==> src/rtl/event_blinker.sv <==
// event_blinker
//   Stretches one-cycle event strobes into LED blinks a person can see.
//   Every blink is ON_CYCLES high followed by a GAP_CYCLES forced-low gap.
//   Events that arrive while a blink is running wait in a saturating
//   pending count. An event that finds the count full is dropped, and the
//   drop sets a sticky overflow flag.
//   All state changes on the falling edge of clk.
//
// Ports
//   clk      in   system clock (falling-edge active)
//   rst_n    in   asynchronous active-low reset
//   evt_in   in   event strobe; each high sample on a falling edge is one event
//   clr_ovf  in   synchronous clear of overflow
//   led_out  out  registered blink output
//   busy     out  high whenever the FSM is not IDLE
//   pending  out  events queued but not yet started
//   overflow out  sticky flag: an event was dropped on a full queue
//
// state | meaning
// IDLE  | no blink running, queue empty
// ON    | led_out high, counting ON_CYCLES
// GAP   | led_out forced low, counting GAP_CYCLES
module event_blinker #(
  parameter int CNT_W      = 16,
  parameter int ON_CYCLES  = 32768,
  parameter int GAP_CYCLES = 32768,
  parameter int QUEUE_W    = 4
) (
  input  logic               clk,
  input  logic               rst_n,
  input  logic               evt_in,
  input  logic               clr_ovf,
  output logic               led_out,
  output logic               busy,
  output logic [QUEUE_W-1:0] pending,
  output logic               overflow
);

  typedef enum logic [1:0] {
    IDLE = 2'd0,
    ON   = 2'd1,
    GAP  = 2'd2
  } state_t;

  localparam logic [CNT_W-1:0]   ON_LAST   = CNT_W'(ON_CYCLES - 1);
  localparam logic [CNT_W-1:0]   GAP_LAST  = CNT_W'(GAP_CYCLES - 1);
  localparam logic [QUEUE_W-1:0] PEND_MAX  = '1;

  state_t             r_state;
  logic [CNT_W-1:0]   r_cnt;
  logic [QUEUE_W-1:0] r_pend;
  logic               r_ovf;
  logic               r_led;

  state_t             w_state_nxt;
  logic [CNT_W-1:0]   w_cnt_nxt;
  logic [QUEUE_W-1:0] w_pend_nxt;
  logic               w_ovf_nxt;
  logic               w_led_nxt;
  logic               w_start;
  logic               w_drop;

  always_comb begin
    w_state_nxt = r_state;
    w_cnt_nxt   = r_cnt;
    w_start     = 1'b0;

    case (r_state)
      IDLE: begin
        w_cnt_nxt = '0;
        if (evt_in || (r_pend != '0)) begin
          w_state_nxt = ON;
          w_start     = 1'b1;
        end
      end
      ON: begin
        if (r_cnt == ON_LAST) begin
          w_state_nxt = GAP;
          w_cnt_nxt   = '0;
        end else begin
          w_cnt_nxt = r_cnt + CNT_W'(1);
        end
      end
      GAP: begin
        if (r_cnt == GAP_LAST) begin
          w_cnt_nxt = '0;
          if (evt_in || (r_pend != '0)) begin
            w_state_nxt = ON;
            w_start     = 1'b1;
          end else begin
            w_state_nxt = IDLE;
          end
        end else begin
          w_cnt_nxt = r_cnt + CNT_W'(1);
        end
      end
      default: begin
        w_state_nxt = IDLE;
        w_cnt_nxt   = '0;
      end
    endcase

    // A blink start takes the live event first; the queue is only drawn
    // down when no event is present on that edge.
    w_pend_nxt = r_pend;
    w_drop     = 1'b0;
    if (w_start) begin
      if (!evt_in) begin
        w_pend_nxt = r_pend - QUEUE_W'(1);
      end
    end else if (evt_in) begin
      if (r_pend == PEND_MAX) begin
        w_drop = 1'b1;
      end else begin
        w_pend_nxt = r_pend + QUEUE_W'(1);
      end
    end

    // A drop on the same edge as a clear keeps the flag set.
    w_ovf_nxt = r_ovf;
    if (w_drop) begin
      w_ovf_nxt = 1'b1;
    end else if (clr_ovf) begin
      w_ovf_nxt = 1'b0;
    end

    w_led_nxt = (w_state_nxt == ON);
  end

  always_ff @(negedge clk or negedge rst_n) begin
    if (!rst_n) begin
      r_state <= IDLE;
      r_cnt   <= '0;
      r_pend  <= '0;
      r_ovf   <= 1'b0;
      r_led   <= 1'b0;
    end else begin
      r_state <= w_state_nxt;
      r_cnt   <= w_cnt_nxt;
      r_pend  <= w_pend_nxt;
      r_ovf   <= w_ovf_nxt;
      r_led   <= w_led_nxt;
    end
  end

  assign led_out  = r_led;
  assign busy     = (r_state != IDLE);
  assign pending  = r_pend;
  assign overflow = r_ovf;

endmodule

==> config.mk <==
export PLATFORM = sky130hd
export DESIGN_NAME = event_blinker
export DESIGN_NICKNAME = d
export VERILOG_FILES = /design/src/rtl/event_blinker.sv
export SDC_FILE = /design/constraint.sdc
export NUM_CORES = 1
export LEC_CHECK = 0
export CAP_MARGIN = 20
export CELL_PAD_IN_SITES_DETAIL_PLACEMENT = 0
export CELL_PAD_IN_SITES_GLOBAL_PLACEMENT = 1
export CORE_AREA = 2 2 91 49
export DETAILED_ROUTE_END_ITERATION = 12
export DIE_AREA = 0 0 93 51
export PLACE_DENSITY = 0.67
export SLEW_MARGIN = 20
export SYNTH_ARGS = -nofsm -noshare
export SYNTH_HDL_FRONTEND = slang
export SYNTH_SLANG_ARGS = --single-unit
==> constraint.sdc <==
create_clock -name clk -period 4.36 [get_ports clk]
set_input_delay 1.308 -clock clk [delete_from_list [all_inputs] [get_ports clk]]
set_output_delay 1.308 -clock clk [all_outputs]
set_load 0.05 [all_outputs]
==> impl_metrics.env, run 1 <==
export IMPL_synthXorXnorAreaFrac_pct=10.6
export IMPL_drv_max_cap_violation_count=0
export IMPL_run_status="finished with violations"
export IMPL_finalWirelength_um=3000
export IMPL_synth_top_cell_area_share_pct=45.3
export IMPL_die_area_mm2=0.00474
export IMPL_proportion_of_synthesized_chip_area_in_sequential_cells_pct=45.3
export IMPL_cp_end_kind="output pin"
export IMPL_hold_path_sink="r_cnt[0]"
export IMPL_synth_largest_area_cell="sky130_fd_sc_hd__dfrtn_1"
export IMPL_hold_depth=1
export IMPL_place_area_mm2=0.00169
export IMPL_rr_endpoint="pending[2]"
export IMPL_initial_utilization_pct=32.4
export IMPL_remaining_drc_errors=0
export IMPL_layout_cells_most_common_list="24 x sky130_fd_sc_hd__nor2_1, 24 x sky130_fd_sc_hd__dfrtn_1, 20 x sky130_fd_sc_hd__buf_4, 10 x sky130_fd_sc_hd__xnor2_1, 8 x sky130_fd_sc_hd__buf_12"
export IMPL_critical_path_class="flip-flop to output pin"
export IMPL_finish_net_count=174
export IMPL_ioPinCount=11
export IMPL_maxSlewViolCount=0
export IMPL_synth_area_mux_share_pct=2.27
export IMPL_clock_skew_final_ps=1.20
export IMPL_portBuffers=10
export IMPL_die_span_y_um=51
export IMPL_adder_cell_share_of_the_synthesized_area_pct=5.67
export IMPL_global_route_wire_length_before_repair_um=4990
export IMPL_clock_insertion_delay_worst_skew_ps=270
export IMPL_post_cts_hold_buffer_count=0
export IMPL_root_buffer="sky130_fd_sc_hd__clkbuf_8"
export IMPL_synth_async_sr_flop_share_pct=100
export IMPL_grt_pass1_vias=1016
export IMPL_hold_viol_final=0
export IMPL_numClockSinks=24
export IMPL_cts_made_buffers=3
export IMPL_synth_area_top_cells="sky130_fd_sc_hd__dfrtn_1 45%, sky130_fd_sc_hd__nor2_1 6.8%, sky130_fd_sc_hd__xnor2_1 6.6%, sky130_fd_sc_hd__ha_1 5.7%, sky130_fd_sc_hd__xor2_1 4.0%"
export IMPL_total_neg_setup_slack_ps=-487
export IMPL_detailed_place_hpwl_um=2130
export IMPL_synth_top_family_by_area="simple AND/OR/NAND/NOR gates"
export IMPL_post_synth_inst_count=131
export IMPL_leakage_nw=0.831
export IMPL_syn_nets=141
export IMPL_distinct_cell_type_count_after_synthesis=36
export IMPL_antenna_left=0
export IMPL_antenna_violations_before_repair=0
export IMPL_finalSetupViolations=5
export IMPL_ff2ff_path_depth=9
export IMPL_gr_usage_all_layers_pct=13.8
export IMPL_floorplan_core_area_mm2=0.00408
export IMPL_cellPowerDensity_mw_per_mm2=397
export IMPL_fin_total_pwr_w=0.000736
export IMPL_timing_rr_start="r_cnt[0]"
export IMPL_violations_in_the_final_reports="setup timing"
export IMPL_crit_path_max_fanout=2
export IMPL_synth_seq_cells=24
export IMPL_worst_r2r_setup_slack_ps=1750
export IMPL_drive_above_1_share_pct=33.3
export IMPL_required_ps=3050
export IMPL_insertedDiodeCount=0
export IMPL_std_cell_rows=17
export IMPL_simple_gate_fraction_of_synth_area_pct=23.6
export IMPL_average_cell_area_after_synthesis_um2=10.1
export IMPL_timing_hold_worst_class="flip-flop to flip-flop"
export IMPL_cts_root_to_sink_buffers=2
export IMPL_hold_path_startpoint="r_cnt[0]"
export IMPL_number_of_enable_flip_flop_cells_after_synthesis=0
export IMPL_setup_ws_ps=-286
export IMPL_die_w_um=93
export IMPL_mappedNetlistArea_mm2=0.00133
export IMPL_num_vias=1042
export IMPL_overflow=0
export IMPL_vdd_ir_drop_max_v=0.000153
export IMPL_htree_levels=1
export IMPL_fin_area_mm2=0.00185
export IMPL_rd_place_congestion=0.743
export IMPL_cp_data_arrival_time_ps=3340
export IMPL_synth_compound_area_share_pct=9.35
export IMPL_clk_transition_reported_paths_ps=50
export IMPL_grt_max_degree=25
export IMPL_critical_path_startpoint_type="flip-flop"
export IMPL_detailedRoute_firstPassIterationCount=4
export IMPL_avgViaCountPerCell=4.76
export IMPL_cts_tree="built"
export IMPL_slew_limit_headroom_pct=62.7
export IMPL_tightest_slew_ps=560
export IMPL_yosys_warnings=0
export IMPL_wire_per_inst_um=13.7
export IMPL_detail_route_iter0_violations=51
export IMPL_synth_flop_cell="sky130_fd_sc_hd__dfrtn_1"
export IMPL_grt_setup_unrepaired="yes"
export IMPL_area_growth_synth_to_final_pct=39.9
## critical path: stages (launching register included)
cell and delay [ps]:
sky130_fd_sc_hd__dfrtn_1 440, sky130_fd_sc_hd__inv_2 60, sky130_fd_sc_hd__ha_4 160, sky130_fd_sc_hd__clkinvlp_4 90
sky130_fd_sc_hd__buf_12 130
## report_power, final
part	total (W)	switching, W	leakage, nW	internal, W
Sequential	0.000267	0.0000226	0.293	0.000244
Combinational	0.000343	0.000167	0.517	0.000177
Clock	0.000126	0.0000639	0.0216	0.0000616
Total	0.000736	0.000253	0.831	0.000482
## worst max path at each step
| stage | startpoint | end | cells after the start |
|---|---|---|---|
| 2_1_floorplan | evt_in | pending[2] | 8 |
| 3_3_place_gp | evt_in | pending[2] | 8 |
| 3_5_place_dp | evt_in | pending[2] | 8 |
| 4_1_cts | r_state[0] | busy | 4 |
| 5_1_grt | r_state[0] | busy | 4 |
| 6_report | r_state[0] | busy | 4 |
## sequential cells by signal (all words and copies together), names as in the netlist
name,count
led_out,1
r_cnt,16
pending,4
r_state,2
overflow,1
## kinds of logic (layout without fill, tap and decap cells)
family                   Yosys count  count (layout)
multiplexers                       3               3
flip-flops                        24              24
AO/OA/AOI/OAI                     16              16
adder cells (fa/ha/maj)            6               6
XOR/XNOR                          16              16
AND/OR/NAND/NOR                   55              55
buffers and inverters             11              42
## area by class of cell
cell class                 instances  area [um^2]
clock buffer                       3         41.3
fill                             388         2230
inverter                           8         33.8
multi-input combinational         96          766
sequential                        24          601
tap                               57         71.3
timing repair buffer              31          342
## routing by layer
layer	share of wire (%)	vias up	track usage, %
li1	-	511	-
met1	53	504	20.1
met2	43	25	20.2
met3	4.0	2	3.24
met4	0.47	0	4.41
met5	0	-	0
## Yosys cell counts (all sizes together) (3+ instances only)
library cell / n
nand4: 5
nor3: 3
mux2i: 3
a21oi: 6
inv: 8
nand2: 6
xnor2: 10
ha: 6
dfrtn: 24
xor2: 6
nand3: 5
nor2: 24
## stage by stage
| step | hold WS, ps | instances | setup slack, ps | util [%] |
|---|---|---|---|---|
| finish | 412 | 219 | -286 | 45.4 |
| floorplan | 379 | 131 | -526 | - |
| CTS | 408 | 216 | -282 | 44.1 |
| global route | 438 | 219 | -331 | 45.4 |
| global placement | 395 | 207 | -809 | 41.3 |
| detailed placement | 407 | 207 | -828 | 41.3 |
## timing repair
action                     in CTS  in global routing
setup endpoints to repair      12                 10
pin swaps                       5                  7
cloned                          0                  0
resized for setup              10                  5
buffers inserted                6                  3
(Power assumes the default switching activity.)
==> run 2, diff against run 1 <==
--- a/config.mk
+++ b/config.mk
@@ -8,9 +8,9 @@
 export CAP_MARGIN = 20
 export CELL_PAD_IN_SITES_DETAIL_PLACEMENT = 0
 export CELL_PAD_IN_SITES_GLOBAL_PLACEMENT = 1
-export CORE_AREA = 2 2 91 49
+export CORE_AREA = 2 2 65 67
 export DETAILED_ROUTE_END_ITERATION = 12
-export DIE_AREA = 0 0 93 51
+export DIE_AREA = 0 0 67 69
 export PLACE_DENSITY = 0.67
 export SLEW_MARGIN = 20
 export SYNTH_ARGS = -nofsm -noshare
==> run 2 against run 1 <==
Against the previous run: the run still ends with setup timing left; via count down 2.5%; cell count decreased by 4.6%; critical endpoint unchanged; non-clock buffer count is 3 lower; clock power about the same; sequential share of layout area increased by 0.88 points; utilization grew 0.73 points; final area shrank 2.6%; routed wire length down 14%; worst hold slack improved by 7.1 ps; critical path type unchanged; die area fell by 2.5%.
==> impl_metrics.env, run 2 (synthesis results as in run 1) <==
export IMPL_run_status="finished with violations"
export IMPL_violations_in_the_final_reports="setup timing"
export IMPL_power_report_internal_total_w=0.000465
export IMPL_required_ps=3050
export IMPL_filler_cell_count=381
export IMPL_largest_register="r_cnt"
export IMPL_power_sequential_fraction_pct=37.5
export IMPL_detailed_place_hpwl_um=1800
export IMPL_combPwrFrac_pct=44.3
export IMPL_vdd_ir_drop_max_v=0.000297
export IMPL_global_route_wire_length_before_repair_um=4770
export IMPL_drive_above_1_share_pct=30.8
export IMPL_cts_made_buffers=3
export IMPL_clkPwrFrac_pct=18.3
export IMPL_detailedRoute_firstPassIterationCount=4
export IMPL_slowest_delay_ps=430
export IMPL_largest_reg_flops=16
export IMPL_cp_end_kind="output pin"
export IMPL_wire_per_inst_um=12.3
export IMPL_setup_ws_ps=-270
export IMPL_total_neg_setup_slack_ps=-428
export IMPL_critical_path_class="flip-flop to output pin"
export IMPL_fin_area_mm2=0.00181
export IMPL_maxSlewViolCount=0
export IMPL_worst_r2r_setup_slack_ps=1800
export IMPL_floorplan_core_area_mm2=0.00391
export IMPL_detail_route_iter0_violations=62
export IMPL_insertedDiodeCount=0
export IMPL_area_growth_synth_to_final_pct=36.3
export IMPL_cellPowerDensity_mw_per_mm2=392
export IMPL_post_cts_hold_buffer_count=0
export IMPL_antenna_violations_before_repair=0
export IMPL_std_cell_rows=23
export IMPL_drv_max_cap_violation_count=0
export IMPL_dpl_cell_count=201
export IMPL_pre_cts_ws_ps=-854
export IMPL_leakage_nw=0.816
export IMPL_place_area_mm2=0.00169
export IMPL_slew_limit_headroom_pct=63.3
export IMPL_antenna_left=0
export IMPL_initial_utilization_pct=33.9
export IMPL_cp_data_arrival_time_ps=3320
export IMPL_num_vias=1016
export IMPL_finish_net_count=171
export IMPL_numClockSinks=24
export IMPL_net_switching_fraction_of_the_power_pct=34.3
export IMPL_die_span_y_um=69
export IMPL_crit_path_slowest_cell="sky130_fd_sc_hd__dfrtn_1"
export IMPL_cts_tree="built"
export IMPL_overflow=0
export IMPL_gr_usage_all_layers_pct=13.1
export IMPL_die_w_um=67
export IMPL_rd_place_congestion=0.779
export IMPL_power_switching_w=0.000243
export IMPL_grt_max_degree=25
export IMPL_finalSetupViolations=7
export IMPL_cts_root_to_sink_buffers=2
export IMPL_ioPinCount=11
export IMPL_remaining_drc_errors=0
export IMPL_avgViaCountPerCell=4.86
export IMPL_portBuffers=10
export IMPL_clock_skew_final_ps=0.775
export IMPL_clk_transition_reported_paths_ps=50
export IMPL_finalNonFillerCells=209
export IMPL_root_buffer="sky130_fd_sc_hd__clkbuf_8"
export IMPL_crit_path_max_fanout=2
export IMPL_layout_cells_most_common_list="24 x sky130_fd_sc_hd__nor2_1, 24 x sky130_fd_sc_hd__dfrtn_1, 17 x sky130_fd_sc_hd__buf_4, 10 x sky130_fd_sc_hd__xnor2_1, 8 x sky130_fd_sc_hd__buf_12"
export IMPL_timing_hold_worst_class="flip-flop to flip-flop"
export IMPL_cp_cell_sequence="inv_2, ha_4, clkinvlp_4, buf_12"
export IMPL_tightest_slew_ps=551
export IMPL_hold_viol_final=0
export IMPL_htree_levels=1
export IMPL_grt_setup_unrepaired="yes"
export IMPL_die_area_mm2=0.00462
export IMPL_critical_path_startpoint_type="flip-flop"
export IMPL_finalWirelength_um=2580
export IMPL_grt_pass1_vias=1069
export IMPL_clock_insertion_delay_worst_skew_ps=270
## run 2: per-stage QoR
step	total power [W]	hold slack [ps]	util (%)
3_3_place_gp	0.000550	399	43.1
5_1_grt	0.000752	495	46.1
4_1_cts	0.000697	432	45.2
6_report	0.000707	419	46.1
3_5_place_dp	0.000553	432	43.1
2_1_floorplan	0.000415	379	-
## run 2: worst max-delay path: cells and delay by family (launching register included)
family,cells,cell delay [ps]
DFF,1,430
buffers and inverters,3,270
adders and majority gates,1,170
## run 2: final cells by class
| class | count | area, um^2 | share of cell area [%] |
|---|---|---|---|
| clock buffers | 3 | 41.3 | 2.29 |
| multi-input cells | 96 | 748 | 41.4 |
| flip-flops and latches | 24 | 601 | 33.3 |
| repair buffers | 28 | 319 | 17.7 |
| well taps | 50 | 62.6 | 3.47 |
| inverters | 8 | 33.8 | 1.87 |
## run 2: power groups by stage
| stage | clock network, W | registers [W] | logic, W |
|---|---|---|---|
| after floorplan | 0 | 0.000334 | 0.0000806 |
| after global placement | 0 | 0.000270 | 0.000281 |
| after detailed placement | 0 | 0.000269 | 0.000284 |
| after CTS | 0.000134 | 0.000267 | 0.000297 |
| after global routing | 0.000145 | 0.000269 | 0.000338 |
| final | 0.000129 | 0.000265 | 0.000313 |
## run 2: timing repair
| action | 4_1_cts | 5_1_grt |
|---|---|---|
| setup endpoints to repair | 12 | 11 |
| buffers inserted | 4 | 3 |
| resized for setup | 8 | 4 |
| pin swaps | 5 | 6 |
## run 2: per-layer routing
metal / wire length [um] / global-route usage (%) / vias to the layer above / part of all wire [%]
met1: 1180 / 18.6 / 500 / 46
met4: 45 / 4.76 / 0 / 1.7
li1: - / - / 501 / -
met3: 62 / 2.12 / 5 / 2.4
met5: 0 / 0 / - / 0
met2: 1290 / 19.8 / 10 / 50
## run 2: path summary, 6_finish.rpt
kind,from,endpoint,cells past startpoint
max,r_state[0],busy,4
min,r_cnt[0],r_cnt[0],1
max reg2reg,r_cnt[0],pending[2],10
min reg2reg,r_cnt[0],r_cnt[0],1
max in group asynchronous,rst_n,r_cnt[10],2
min in group asynchronous,rst_n,r_cnt[5],2
